[src/rtl/shiftin.sv]
// ---------------------------------------------------------------------------
// shiftin -- serial-to-parallel receiver for a clock/data/latch stream.
//
// The three serial lines are asynchronous to clk_in. Each line is resynchronised
// through two flops. The clock and latch lines also get a history flop, which is
// used to find their rising edges. Each serial-clock edge shifts one data bit
// into r_sr. A latch edge ends the frame: if exactly WIDTH bits arrived, the word
// is published with a one-cycle valid strobe; otherwise a one-cycle error strobe
// is raised and word_out keeps its previous value.
//
// Ports:
//   clk_in        system clock, rising edge
//   reset_in      synchronous, active-high reset
//   ser_clk_in    serial shift clock (async)
//   ser_data_in   serial data, stable around rising ser_clk_in
//   ser_latch_in  frame latch, rising edge ends a frame
//   word_out      last correctly received word
//   valid_out     one-cycle pulse when word_out updates
//   error_out     one-cycle pulse on a latch with bit count != WIDTH
//   debug_out     high while a frame is in progress (bit count > 0)
// ---------------------------------------------------------------------------
module shiftin #(
    parameter int WIDTH     = 16,
    parameter bit MSB_FIRST = 1'b1
) (
    input  logic             clk_in,
    input  logic             reset_in,
    input  logic             ser_clk_in,
    input  logic             ser_data_in,
    input  logic             ser_latch_in,
    output logic [WIDTH-1:0] word_out,
    output logic             valid_out,
    output logic             error_out,
    output logic             debug_out
);

    localparam int CW = $clog2(WIDTH) + 2;
    localparam logic [CW-1:0] CNT_FULL = CW'(WIDTH);
    localparam logic [CW-1:0] CNT_OVER = CW'(WIDTH + 1);

    // Frame state is a pure function of the bit count.
    typedef enum logic [1:0] {
        S_IDLE     = 2'd0,
        S_SHIFTING = 2'd1,
        S_FULL     = 2'd2,
        S_OVER     = 2'd3
    } state_t;

    // Synchronisers and edge history
    logic r_clk_s1, r_clk_s2, r_clk_h;
    logic r_dat_s1, r_dat_s2;
    logic r_lat_s1, r_lat_s2, r_lat_h;

    // Frame datapath
    logic [WIDTH-1:0] r_sr;
    logic [CW-1:0]    r_cnt;
    logic [WIDTH-1:0] r_word;
    logic             r_valid;
    logic             r_error;
    logic             r_debug;

    logic             w_clk_edge;
    logic             w_lat_edge;
    logic [WIDTH-1:0] w_sr_nxt;
    logic [CW-1:0]    w_cnt_nxt;
    state_t           w_state_nxt;

    assign w_clk_edge = r_clk_s2 & ~r_clk_h;
    assign w_lat_edge = r_lat_s2 & ~r_lat_h;

    // The clock edge is applied first. A latch in the same cycle then sees the
    // updated shift register and count.
    always_comb begin
        w_sr_nxt  = r_sr;
        w_cnt_nxt = r_cnt;
        if (w_clk_edge) begin
            // r_dat_s2 has the same sync depth as r_clk_s2, so it holds the bit
            // that was present at the serial clock rise.
            if (MSB_FIRST) begin
                w_sr_nxt = {r_sr[WIDTH-2:0], r_dat_s2};
            end else begin
                w_sr_nxt = {r_dat_s2, r_sr[WIDTH-1:1]};
            end
            // The count saturates at WIDTH+1 ("over"). The data keeps shifting.
            if (r_cnt != CNT_OVER) begin
                w_cnt_nxt = r_cnt + CW'(1);
            end
        end
    end

    // Frame state after any clock edge in this cycle. A latch uses this state.
    always_comb begin
        w_state_nxt = S_IDLE;
        if (w_cnt_nxt == CNT_OVER) begin
            w_state_nxt = S_OVER;
        end else if (w_cnt_nxt == CNT_FULL) begin
            w_state_nxt = S_FULL;
        end else if (w_cnt_nxt != '0) begin
            w_state_nxt = S_SHIFTING;
        end
    end

    always_ff @(posedge clk_in) begin
        if (reset_in) begin
            r_clk_s1 <= 1'b0;
            r_clk_s2 <= 1'b0;
            r_clk_h  <= 1'b0;
            r_dat_s1 <= 1'b0;
            r_dat_s2 <= 1'b0;
            r_lat_s1 <= 1'b0;
            r_lat_s2 <= 1'b0;
            r_lat_h  <= 1'b0;
            r_sr     <= '0;
            r_cnt    <= '0;
            r_word   <= '0;
            r_valid  <= 1'b0;
            r_error  <= 1'b0;
            r_debug  <= 1'b0;
        end else begin
            r_clk_s1 <= ser_clk_in;
            r_clk_s2 <= r_clk_s1;
            r_clk_h  <= r_clk_s2;
            r_dat_s1 <= ser_data_in;
            r_dat_s2 <= r_dat_s1;
            r_lat_s1 <= ser_latch_in;
            r_lat_s2 <= r_lat_s1;
            r_lat_h  <= r_lat_s2;

            r_sr    <= w_sr_nxt;
            r_valid <= 1'b0;
            r_error <= 1'b0;

            if (w_lat_edge) begin
                r_cnt   <= '0;
                r_debug <= 1'b0;
                if (w_state_nxt == S_FULL) begin
                    r_word  <= w_sr_nxt;
                    r_valid <= 1'b1;
                end else begin
                    r_error <= 1'b1;
                end
            end else begin
                r_cnt   <= w_cnt_nxt;
                r_debug <= (w_cnt_nxt != '0);
            end
        end
    end

    assign word_out  = r_word;
    assign valid_out = r_valid;
    assign error_out = r_error;
    assign debug_out = r_debug;

endmodule
[config.mk]
export PLATFORM = sky130hd
export DESIGN_NAME = shiftin
export DESIGN_NICKNAME = d
export VERILOG_FILES = /design/src/rtl/shiftin.sv
export SDC_FILE = /design/constraint.sdc
export NUM_CORES = 1
export LEC_CHECK = 0
export CAP_MARGIN = 20
export CORE_MARGIN = 1.5
export CORE_UTILIZATION = 50
export DETAILED_ROUTE_END_ITERATION = 10
export PLACE_DENSITY_LB_ADDON = 0.3
export SLEW_MARGIN = 20
export SYNTH_ARGS = -nofsm -noshare
export SYNTH_HDL_FRONTEND = slang
export SYNTH_SLANG_ARGS = --single-unit
[constraint.sdc]
create_clock -name clk_in -period 3.3 [get_ports clk_in]
set_clock_uncertainty 0.2 [all_clocks]
set_input_delay 0.495 -clock clk_in [delete_from_list [all_inputs] [get_ports clk_in]]
set_output_delay 0.495 -clock clk_in [all_outputs]
set_load 0.01 [all_outputs]
==> reports/results.ini <==
[setup_path]
start_kind=flip-flop
cp-end-kind=flip-flop
worst-path-max-fanout=16
rr_endpoint=word_out[11]
required_ns=3.29
criticalPathCategory=reg -> reg
cp-startpoint=r_cnt[1]
timing.rr.start=r_cnt[1]
crit_end=word_out[11]
rr_worst_depth=8
cp.arrival_ns=2.61
r2r_slack_ns=0.68

[grt]
track_usage=0.176
grt_pass1_vias=1295
antenna_found_initial=0
grt_max_degree=44
grt_pass1_wl_mm=5.84
gr-total-overflow=0

[routing]
ant_nets=0
wl_per_cell_um=13.1
routed_via_density=5.21
dr_total_vias=1391
routed_wl_mm=3.49
drc=0
drtIter0Drc=80
drtPass1Iterations=4

[min_path]
min_from=r_dat_s1
worstHoldPathType=reg -> reg
hold_depth=1

[logic_synthesis]
synthMostInstantiatedCell=dfxtp_1
synth_top_cell_area_share=0.492
ys_ff_latch=49
synth-main-ff-cell=dfxtp_1
syn-cell-area_um2=2000
yosysTopAreaCell=dfxtp_1
syn_nets=204
synth_cell_types=36
synth_cells=197
yosys-top-cells-count=dfxtp_1, nand2_1, nor2b_1, a21oi_1, mux2_4
ys_seq_area_frac=0.492
yosysWarnings=0
ys_async_sr_fraction=0
synth_area_leaders=dfxtp_1, nor2b_1, mux2_4
synth_edf_count=0
avgSynthCellArea_um2=10.1

[timing]
slew_viol_final=0
setup_violations=0
tns_ns=0
period_minus_slack_ns=2.62
layout_setup_ws_ns=0.682
rsz0062_at_grt=no
fmax_ghz=0.382
finalCritPeriodShare=0.793
slew_headroom=0.582
hold_viol_final=0
worstMarginPinSlew_ns=0.627

[clock_tree]
cts.repair.resized=0
cts_root_buf=clkbuf_8
holdBufCountCts=0
cts_tree=done
ctsHtreeMaxLevel=2
clockBufferDepth=2
cts_setup_buffers=0
cts_sinks=49
numCtsBuffers=5
path_clk_slew_ns=0.08
clock_latency_ns=0.30

[die]
die_h_um=66.2
rows=22
core_area_um2=3740
die-area_um2=4380
io_pins=24
die_x_um=66.2
start_util=0.533

[placement]
place.gp.congestion=0.808
placed_area_um2=2230
dp_slack_ns=0.743
hpwl_mm=2.28
place_inst=259
port_buffers=23

[finish]
area_growth_pct=17.5
drive_gt1_frac=0.151
nets=225
fin_util=0.626
fin_area_um2=2340
fin_cells=267
antenna_cells=0

[power]
clkPwrFrac=0.403
powerDensity_nw_per_um2=457
irDropWorstVdd_uv=330
swShare=0.198
p_int_w=0.000859
seq_power_share=0.560
leakagePower_nw=0.826
switchingPower_w=0.000212
pwr-share-comb=0.037

[run_status]
status=finished clean

[flow_run]
drv.max_cap_violation_count=0

cells by family (layout without fill, tap and decap cells):
group           after synthesis  in the layout  synth area share
buf+inv                      13             35            0.0401
mux                          16             16             0.109
simple gates                 86             86             0.245
fa+ha+maj                     2              2            0.0125
xor+xnor                      2              2            0.0125
compound gates               29             29            0.0890
flops                        49             49             0.492
stage by stage:
stage / hold slack [ns] / total power [W]
floorplan: 0.214 / 0.000641
global placement: 0.221 / 0.000652
detailed placement: 0.227 / 0.000653
CTS: 0.248 / 0.00108
global route: 0.257 / 0.00111
finish: 0.244 / 0.00107
power groups by stage:
stage / clock, W / sequential, W / combinational [W]
global route: 0.000468 / 0.000601 / 0.0000435
global placement: 0 / 0.000614 / 0.0000383
floorplan: 0 / 0.000614 / 0.0000272
detailed placement: 0 / 0.000614 / 0.0000393
CTS: 0.000442 / 0.000600 / 0.0000394
finish: 0.000432 / 0.000600 / 0.0000392
registers in the layout (all words and copies together), names as in the netlist:
name,flops
word_out,16
r_clk_s1,1
debug_out,1
r_lat_h,1
r_cnt,6
r_clk_h,1
r_sr,16
valid_out,1
r_dat_s2,1
r_lat_s1,1
r_dat_s1,1
error_out,1
r_clk_s2,1
r_lat_s2,1
layout make-up:
cell class	instances	area, um2
sequential	49	981
multi-input combinational	135	935
inverter	2	7.51
tap	48	60.1
timing repair buffer	25	245
fill	315	1400
clock inverter	1	30.0
clock buffer	7	86.3
metal layers:
metal,share of wire,global-route usage
met5,0,0
met4,0.024,0.0944
met3,0.048,0.0443
met2,0.49,0.276
met1,0.44,0.220
how the worst min path moves through the flow:
stage	to	slack, ns
after floorplan	r_clk_s2	0.21
after global routing	r_dat_s2	0.26
final	r_dat_s2	0.24
after CTS	r_lat_s2	0.25
after global placement	r_lat_s2	0.22
after detailed placement	r_clk_s2	0.23
cell usage in the layout, fill, tap and decap left out:
cell	count
nor4_1	1
clkbuf_8	6
nor3b_1	1
nor4_4	1
xor2_1	1
nand4b_1	1
mux2_2	6
nand2b_1	3
buf_4	2
o2111a_1	1
nand3b_1	1
inv_1	2
nor2_1	8
o32ai_1	1
nand3_1	1
o21ai_2	1
dfxtp_1	49
nand4bb_4	1
nand4_4	1
or3_1	2
mux2_4	10
xor2_2	1
nor2b_1	25
nor3_1	2
nor4bb_1	1
clkbuf_1	1
and2b_2	1
clkdlybuf4s50_1	23
nand4_1	1
nand2_1	35
o21ai_0	3
o311ai_2	1
a21oi_1	21
ha_1	2
a211oi_2	1
bufinv_16	1
worst max-delay path: stages, from the launching register on:
cell and delay, ns:
dfxtp_1 0.48, inv_1 0.11, ha_1 0.33, nor2b_1 0.16, o2111a_1 0.22, o311ai_2 0.17
nor4_4 0.16, buf_4 0.31, mux2_2 0.37
Power figures use the tool's default switching activity.
